==> config.mk <==
export PLATFORM = sky130hd
export DESIGN_NAME = down_counter_timer
export DESIGN_NICKNAME = d
export VERILOG_FILES = /design/src/rtl/down_counter_timer.sv
export SDC_FILE = /design/constraint.sdc
export NUM_CORES = 1
export LEC_CHECK = 0
export ABC_CLOCK_PERIOD_IN_PS = 1800
export CORE_MARGIN = 2
export CORE_UTILIZATION = 50
export CTS_BUF_LIST = sky130_fd_sc_hd__clkbuf_4
export DETAILED_ROUTE_END_ITERATION = 6
export GPL_TIMING_DRIVEN = 0
export HOLD_SLACK_MARGIN = 0.1
export PLACE_DENSITY_LB_ADDON = 0.12
export SYNTH_ARGS = -nofsm -noshare
export SYNTH_HDL_FRONTEND = slang
export SYNTH_SLANG_ARGS = --single-unit
==> constraint.sdc <==
create_clock -name clk -period 1.8 [get_ports clk]
set_input_delay 0.36 -clock clk [delete_from_list [all_inputs] [get_ports clk]]
set_output_delay 0.36 -clock clk [all_outputs]
set_load 0.01 [all_outputs]
==> src/rtl/down_counter_timer.sv <==
// Loadable down-counter/timer with one-shot and auto-reload modes and a one-cycle tc pulse.
// Latency: a load accepted at edge k shows q=N after edge k; first decrement at the next enabled edge.
// Backpressure: load_ready is low while running or while abort is asserted; loads are not queued.
//
// Ports:
//   clk         rising-edge clock
//   reset       asynchronous active-low reset (0 = reset)
//   clk_enable  count-enable strobe; the count holds while low
//   load_valid  load request, qualifies load_value and periodic
//   load_ready  high when a load can be accepted (IDLE and no abort)
//   load_value  start/reload value N
//   periodic    mode captured with the load: 1 = auto-reload, 0 = one-shot
//   abort       stop the current run without a tc pulse
//   q           current count value
//   busy        high while a run is in progress
//   tc          registered terminal-count pulse, one cycle wide
module down_counter_timer #(
  parameter int WIDTH = 8
) (
  input  logic             clk,
  input  logic             reset,
  input  logic             clk_enable,
  input  logic             load_valid,
  output logic             load_ready,
  input  logic [WIDTH-1:0] load_value,
  input  logic             periodic,
  input  logic             abort,
  output logic [WIDTH-1:0] q,
  output logic             busy,
  output logic             tc
);

  typedef enum logic {
    IDLE = 1'b0,
    RUN  = 1'b1
  } state_t;

  localparam logic [WIDTH-1:0] ONE = WIDTH'(1);

  state_t           state;
  logic [WIDTH-1:0] count;
  logic [WIDTH-1:0] reload;
  logic             mode;
  logic             tc_r;

  // Abort masks ready so a load arriving with abort in IDLE is refused.
  assign load_ready = (state == IDLE) && !abort;
  assign q          = count;
  assign busy       = (state == RUN);
  assign tc         = tc_r;

  always_ff @(posedge clk or negedge reset) begin
    if (!reset) begin
      state  <= IDLE;
      count  <= '0;
      reload <= '0;
      mode   <= 1'b0;
      tc_r   <= 1'b0;
    end else begin
      tc_r <= 1'b0;
      case (state)
        IDLE: begin
          if (load_valid && load_ready) begin
            if (load_value != '0) begin
              count  <= load_value;
              reload <= load_value;
              mode   <= periodic;
              state  <= RUN;
            end else begin
              // A zero load expires immediately regardless of mode.
              count <= '0;
              tc_r  <= 1'b1;
            end
          end
        end
        RUN: begin
          // Abort has priority over an expiry on the same edge.
          if (abort) begin
            count <= '0;
            state <= IDLE;
          end else if (clk_enable) begin
            if (count > ONE) begin
              count <= count - ONE;
            end else begin
              // count is never 0 in RUN, so this is the count==1 expiry.
              tc_r <= 1'b1;
              if (mode) begin
                count <= reload;
              end else begin
                count <= '0;
                state <= IDLE;
              end
            end
          end
        end
        default: begin
          state <= IDLE;
          count <= '0;
        end
      endcase
    end
  end

endmodule

==> results of run 1 <==
[per-stage QoR]
stage	setup TNS [ps]	power, W	hold slack, ps
after floorplan	0	0.00110	64.4
after global placement	-4820	0.00134	486
after detailed placement	-4460	0.00136	489
after CTS	0	0.00161	517
after global routing	-2.43	0.00175	540
final	0	0.00163	510
[worst max-delay path, delay by kind of cell]
kind                   cells  cell delay, ps
multiplexers               1             360
AND/OR/NAND/NOR            3             720
buffers and inverters      1             460
[registers in the layout (all words and copies together), names as in the netlist]
signal	count
reload	8
tc	1
busy	1
q	8
mode	1
[layout make-up]
type | count | area share, %
multi-input cells | 76 | 41.8
clock buffers | 4 | 2.15
repair buffers | 26 | 18.2
flip-flops and latches | 19 | 34.3
well taps | 27 | 2.42
plain buffers | 2 | 0.628
inverters | 2 | 0.538
[metal layers]
metal	part of all wire, %	global-route usage, %
met4	1.2	11.1
met1	46	29.3
met2	48	34.4
met3	4.9	3.94
met5	0	0
[worst paths after layout]
path / start / end / slack, ps / cells past startpoint
setup / recovery: load_value[7] / reload[2] / 80 / 5
hold / removal: reload[3] / reload[3] / 510 / 1
setup reg to reg: q[1] / q[1] / 100 / 6
hold reg to reg: reload[3] / reload[3] / 510 / 1
max in group asynchronous: reset / q[2] / 690 / 1
min in group asynchronous: reset / q[6] / 540 / 1
[placed cells by master, fill, tap and decap left out, drive strengths merged]
cell	instances
clkdlybuf4s50	23
a22o	5
dfrtp	19
o21a	1
and3	1
inv	2
a21o	1
or3	2
nand2b	2
o31ai	3
a32oi	1
xnor2	3
dlygate4sd2	1
nor3	2
nand4	1
o311a	1
a22oi	8
nand3	2
nand2	8
a21oi	3
nor2	5
o21ba	1
mux2	9
ha	2
clkbuf	6
nor3b	3
nand3b	1
o21ai	9
buf	2
nor4	2
[logic make-up after synthesis]
logic type / synth area share [%]
simple gates: 15.3
fa+ha+maj: 2.41
compound gates: 22.7
flops: 45.8
mux: 9.77
xor+xnor: 2.53
buf+inv: 1.45
[power groups by stage]
stage / logic, W / registers (W) / clock network [W]
after floorplan: 0.000452 / 0.000644 / 0
after global placement: 0.000699 / 0.000636 / 0
after detailed placement: 0.000720 / 0.000641 / 0
after CTS: 0.000737 / 0.000633 / 0.000239
after global routing: 0.000837 / 0.000654 / 0.000254
final: 0.000766 / 0.000639 / 0.000228
[what timing repair did]
action / 4_1_cts / 5_1_grt
hold endpoints to repair: 0 / 0
pin swaps: 0 / 0
hold buffers: 0 / 0
setup buffers: 0 / 2
gates resized for setup: 4 / 9
endpoints found under the setup margin: 9 / 16
==> results.md, run 1 <==
* Initial drt markers at 34
* CP Capture Type: flop
* Port bufs at 24
* Endpoints failing hold at 0
* Placed insts at 150
* Vias at 938
* Reg power frac at 39.1%
* Leakage at 0.558 nW
* Largest cells by area after synthesis: dfrtp_1 (46%), mux2_2 (9.8%), a22oi_1 (5.8%)
* H-tree Lvls at 1
* DP Area at 1310 µm²
* N_diodes at 0
* CTS max path bufs at 2
* Worst skew pair latency at 290 ps
* Max Cap Violations at 0
* Initial antenna violation count at 0
* Post-synth top area share at 45.8%
* Synth area leader: dfrtp_1
* Critical path required time at 1990 ps
* Comb power frac at 46.9%
* Vias in the first global route at 931
* Syn Std Cell Area at 1040 µm²
* GP Congestion at 0.895
* Maximum VDD drop at 0.000686 V
* Die width at 49.5 µm
* Clock power share at 13.9%
* Clock Sink Count at 19
* Flops & latches, synth at 19
* Post-synth net total at 115
* CTS tree: yes
* Peak Freq at 0.581 GHz
* Footprint of the multi-input gates at 583 µm²
* Pre-antenna DRT Iters at 4
* Pins Over Slew Limit at 0
* DRC at 0
* Final Cycle Share at 95.7%
* Fin worst setup slack at 77.5 ps
* DRT antenna net count at 0
* Clk slew on worst S/H paths at 100 ps
* Synth warn at 0
* Fin crit period at 1720 ps
* Die Y at 49.5 µm
* Core Area at 1960 µm²
* EDFF count, synth at 0
* Die ar. at 2450 µm²
* Startpoint Class: input pin
* Sequential area share after synthesis at 45.8%
* CP max stage cell: clkdlybuf4s50_1
* Pwr Density at 1170 nW/µm²
* Final Util at 71.1%
* Layout cells sized above 1 at 20.9%
* Primary FF master, synth: dfrtp_1
* Count leader, synth: dfrtp_1
* Num rows at 16
* Ports at 25
* # setup viols final at 0
* P_int at 0.00105 W
* Routed len/inst at 15.7 µm
* Filler cells at 175
* Largest net degree at the start of global routing at 20
* Synth cell count leaders: dfrtp_1 (19), mux2_2 (9), o21ai_0 (9)
* Slowest stage delay, CP at 460 ps
* First-pass GRT wire length at 4120 µm
* Switching share of total power at 35.8%
* Status: complete, no violations
* Area delta synth->final at 34.5%
* Hpwl dp at 1760 µm
* Register area at 478 µm²
* Rel. slew slack at 43.8%
* Post-synthesis cell count at 99
* Setup Crit Path Kind: input pin to flop
* Final nets at 146
* Global Route Usage Sum at 22.1%
* Total gr overflow at 0
* Post-synth ARST share at 100%
* NetSw at 0.000585 W
* Critical Path AT at 1910 ps
* Post-place setup slack at -317 ps
* Root buffer cell: clkbuf_4
* Post-synthesis cell type count at 30
* Crit path max fanout at 10
* Final cell count without fillers at 156
* Synthesized area per cell at 10.5 µm²
* Post-Layout Inst Area at 1400 µm²
* HP Class: flop to flop
* TritonCTS buffer count at 3
* Vias/cell at 6.01
* Final worst clock skew at 3.87 ps
* Initial Util at 52.9%
* Slew @ Worst Pin at 841 ps
* Critical path cell sequence: clkdlybuf4s50_1 -> nor4_2 -> nand2_1 -> nand2_2 -> mux2_2
* Final wirelength at 2450 µm
No activity file was read; power rests on OpenSTA's default activity.
==> inputs of run 2 (changes only) <==
- CORE_UTILIZATION: 50 -> 48
- CTS_BUF_LIST: sky130_fd_sc_hd__clkbuf_4 -> sky130_fd_sc_hd__clkbuf_4 sky130_fd_sc_hd__clkbuf_8 sky130_fd_sc_hd__clkbuf_16
- PLACE_DENSITY: not set -> 0.78
- PLACE_DENSITY_LB_ADDON: 0.12 -> not set
==> results.md, run 2 (synthesized netlist as in run 1, its figures left out) <==
* CTS max path bufs at 2
* Vias in the first global route at 835
* CP Capture Type: output pin
* Clk slew on worst S/H paths at 110 ps
* Critical path cell sequence: buf_4 -> clkdlybuf4s50_1
* Setup Crit Path Kind: flop to output pin
* Root buffer cell: clkbuf_4
* Worst skew pair latency at 300 ps
* DRT antenna net count at 0
* Clock Sink Count at 19
* Pre-antenna DRT Iters at 4
* Initial Util at 51.8%
* Die ar. at 2550 µm²
* Routed len/inst at 15.9 µm
* Post-route setup TNS at 0 ps
* CP max stage cell: clkdlybuf4s50_1
* Startpoint Class: flop
* Final wirelength at 2490 µm
* Footprint of the multi-input gates at 583 µm²
* Endpoints failing hold at 0
* Leakage at 0.561 nW
* Status: complete, no violations
* First-pass GRT wire length at 4020 µm
* Placed insts at 150
* Final Cycle Share at 96.8%
* GP Congestion at 0.798
* Hold buffer count at CTS at 0
* Slew @ Worst Pin at 861 ps
* Ports at 25
* Final cell count without fillers at 157
* Largest net degree at the start of global routing at 20
* Pins Over Slew Limit at 0
* Rel. slew slack at 42.4%
* Critical path required time at 1440 ps
* Hpwl dp at 1720 µm
* Bufs and invs on worst path at 2
* Core Area at 2000 µm²
* H-tree Lvls at 1
* Cell family with most CP delay: buffers and inverters
* Port bufs at 24
* Register area at 479 µm²
* Total gr overflow at 0
* HP Class: flop to flop
* Initial drt markers at 26
* Final worst clock skew at 2.28 ps
* N_diodes at 0
* Global Route Usage Sum at 21.4%
* Slowest stage delay, CP at 530 ps
* Die Y at 50.5 µm
* Final nets at 147
* Vias at 937
* Most frequent cells in the layout: clkdlybuf4s50_1 (23), dfrtp_1 (16), mux2_2 (9)
* DRC at 0
* Max Cap Violations at 0
* Layout cells sized above 1 at 22.3%
* Critical Path AT at 1380 ps
* Pwr Density at 1180 nW/µm²
* CTS tree: yes
* Maximum VDD drop at 0.000822 V
* Num rows at 16
* # setup viols final at 0
* Area delta synth->final at 35.3%
* Crit path max fanout at 6
* Peak Freq at 0.574 GHz
* Die width at 50.5 µm
* Initial antenna violation count at 0
* Vias/cell at 5.97
* TritonCTS buffer count at 3
* Filler cells at 158
* Commonest non-fill, non-tap cell in the layout: clkdlybuf4s50_1
* Fin crit period at 1740 ps
==> run 2: path summary, 6_finish.rpt <==
check,startpoint,endpoint,slack (ps),cells after the start
worst max-delay path,q[0],q[0],60,2
worst min-delay path,reload[4],reload[4],510,1
worst max register to register,q[4],q[6],60,4
worst min register to register,reload[4],reload[4],510,1
max in group asynchronous,reset,q[1],670,1
min in group asynchronous,reset,q[7],540,1
==> run 2: report_power, final <==
part           switching, W  internal [W]
sequential         0.000109      0.000529
combinational      0.000355      0.000428
clock              0.000132      0.000101
==> run 2: layer usage <==
metal	GRT usage (%)	vias to the layer above	share of wire (%)
met5	0	-	0
li1	-	439	-
met3	3.87	2	5.6
met2	34.6	37	49
met4	9.01	0	0.48
met1	28.2	459	45
==> run 2: cell type report <==
| class | count | area share (%) |
|---|---|---|
| timing repair buffer | 27 | 18.6 |
| tap | 27 | 2.41 |
| sequential | 19 | 34.1 |
| clock buffer | 4 | 2.14 |
| multi-input combinational | 76 | 41.5 |
| buffer | 2 | 0.624 |
| inverter | 2 | 0.535 |
==> run 2: what timing repair did <==
| item | CTS | global route |
|---|---|---|
| gates resized for setup | 4 | 10 |
| buffers inserted | 0 | 3 |
| endpoints found under the setup margin | 10 | 19 |
==> run 2: per-stage QoR <==
stage	hold WS (ps)	setup slack [ps]	cell area [µm²]	utilization, %	power (W)
after floorplan	64.4	114	1040	-	0.00110
after global placement	486	-386	1310	65.5	0.00134
after detailed placement	488	-371	1310	65.5	0.00136
after CTS	516	2.76	1350	67.5	0.00161
after global routing	545	-3.92	1400	70.1	0.00177
final	507	57.4	1400	70.1	0.00165
==> inputs of run 3 (changes only) <==
- ABC_CLOCK_PERIOD_IN_PS: 1800 -> 1900
- clock period: 1.8 -> 1.9 ns (I/O delays scaled with it)
==> results.md, run 3 (synthesized netlist as in run 1, its figures left out) <==
* Initial antenna violation count at 0
* Endpoints failing hold at 0
* # setup viols final at 0
* Maximum VDD drop at 0.000777 V
* Vias at 939
* Post-CTS setup buffer count at 0
* Clock power share at 14.2%
* Pins Over Slew Limit at 0
* Largest net degree at the start of global routing at 20
* Max Cap Violations at 0
* Ports at 25
* Routed len/inst at 16.1 µm
* Final Cycle Share at 92.7%
* DP Area at 1310 µm²
* First-pass GRT wire length at 4050 µm
* Switching share of total power at 36.2%
* Pwr Density at 1110 nW/µm²
* H-tree Lvls at 1
* DRT antenna net count at 0
* Initial drt markers at 35
* CP Capture Type: flop
* GP Congestion at 0.798
* CTS tree: yes
* Hpwl dp at 1720 µm
* Final cell count without fillers at 154
* R2R setup slack at 140 ps
* Rel. slew slack at 41.4%
* Critical Path AT at 1980 ps
* Comb power frac at 46.2%
* Die ar. at 2550 µm²
* Commonest non-fill, non-tap cell in the layout: clkdlybuf4s50_1
* Core Area at 2000 µm²
* Leakage at 0.558 nW
* Vias in the first global route at 842
* Layout cells sized above 1 at 18.1%
* Final worst clock skew at 4.15 ps
* Area delta synth->final at 32.6%
* Crit path max fanout at 10
* Vias/cell at 6.10
* Hold buffer count at CTS at 0
* Final nets at 144
* RSZ-0062 raised after global routing: no
* Critical path required time at 2120 ps
* Initial Util at 51.8%
* Hold_sp: reload[4]
* Global Route Usage Sum at 21.6%
* Startpoint Class: flop
* TritonCTS buffer count at 3
* CP Capture Point: q[3]
* Die Y at 50.5 µm
* Root buffer cell: clkbuf_4
* HP Class: flop to flop
* Die width at 50.5 µm
* Port bufs at 24
* FF-to-FF path depth at 6
* Post-Layout Inst Area at 1380 µm²
* NetSw at 0.000553 W
* CTS max path bufs at 2
* Post-place setup slack at -291 ps
* Clk slew on worst S/H paths at 100 ps
* Fin worst setup slack at 138 ps
* Fin crit period at 1760 ps
* Status: complete, no violations
* Worst skew pair latency at 300 ps
* Clock Sink Count at 19
* Placed insts at 150
* Reg power frac at 39.6%
* Peak Freq at 0.568 GHz
* N_diodes at 0
* Num rows at 16
* Slew @ Worst Pin at 876 ps
* Pre-antenna DRT Iters at 4
* Reg-to-Reg End: q[3]
* Origin of the critical flop-to-flop path: q[0]
* Most frequent cells in the layout: clkdlybuf4s50_1 (23), dfrtp_1 (17), o21ai_0 (9), mux2_2 (9), a22oi_1 (8)
* Post_cts resized at 0
* Setup Crit Path Kind: flop to flop
* P_int at 0.000978 W
* Final wirelength at 2490 µm
* Critical path startpoint: q[0]
* Total gr overflow at 0
* DRC at 0
## run 3: changes by cell type in the layout (fill, tap and decap cells not counted)
cell / previous run / this run
dlygate4sd2_1: 1 / 0
buf_4: 3 / 0
nor4_2: 2 / 1
o21ai_0: 8 / 9
dfrtp_1: 16 / 17
dlymetal6s2s_1: 0 / 1
dfrtp_2: 3 / 2
nor4_1: 0 / 1
ha_1: 1 / 2
ha_2: 1 / 0
o21ai_1: 1 / 0
## run 3: cell type report
cell class                      instances  area, µm²
Fill cell                             160        627
Multi-Input combinational cell         76        574
Sequential cell                        19        478
Timing Repair Buffer                   24        243
Tap cell                               27       33.8
Clock buffer                            4       30.0
Buffer                                  2       8.76
Inverter                                2       7.51
## run 3: how the worst min path moves through the flow
stage	to	depth (start not counted)
floorplan	busy	0
global placement	reload[3]	1
detailed placement	reload[4]	1
CTS	reload[4]	1
global route	reload[0]	1
finish	reload[4]	1
## run 3: through the flow
stage	setup TNS [ps]	util (%)	hold slack (ps)	power (W)
6_report	0	68.7	509	0.00153
5_1_grt	0	68.7	545	0.00164
4_1_cts	0	67.0	516	0.00151
3_3_place_gp	-3230	65.5	486	0.00127
3_5_place_dp	-3150	65.5	488	0.00129
2_1_floorplan	0	-	84.4	0.00104
## run 3: layer usage
layer	part of all wire, %	GRT usage (%)	up-vias
met1	45	28.6	463
met5	0	0	-
met3	4.2	3.87	7
met2	49	34.9	32
li1	-	-	437
met4	2.1	9.01	0
## run 3: worst max-delay path, stage by stage, from the launching register on
cell	delay, ps
dfrtp_2	430
inv_1	60
ha_1	260
o21ba_2	270
nand3_4	150
mux2_2	350
o21ai_0	160
## run 3: power by group through the flow
stage	logic (W)	registers, W	clock network (W)
after CTS	0.000685	0.000596	0.000227
after detailed placement	0.000682	0.000605	0
after floorplan	0.000428	0.000610	0
after global placement	0.000663	0.000603	0
final	0.000707	0.000606	0.000218
after global routing	0.000781	0.000623	0.000238
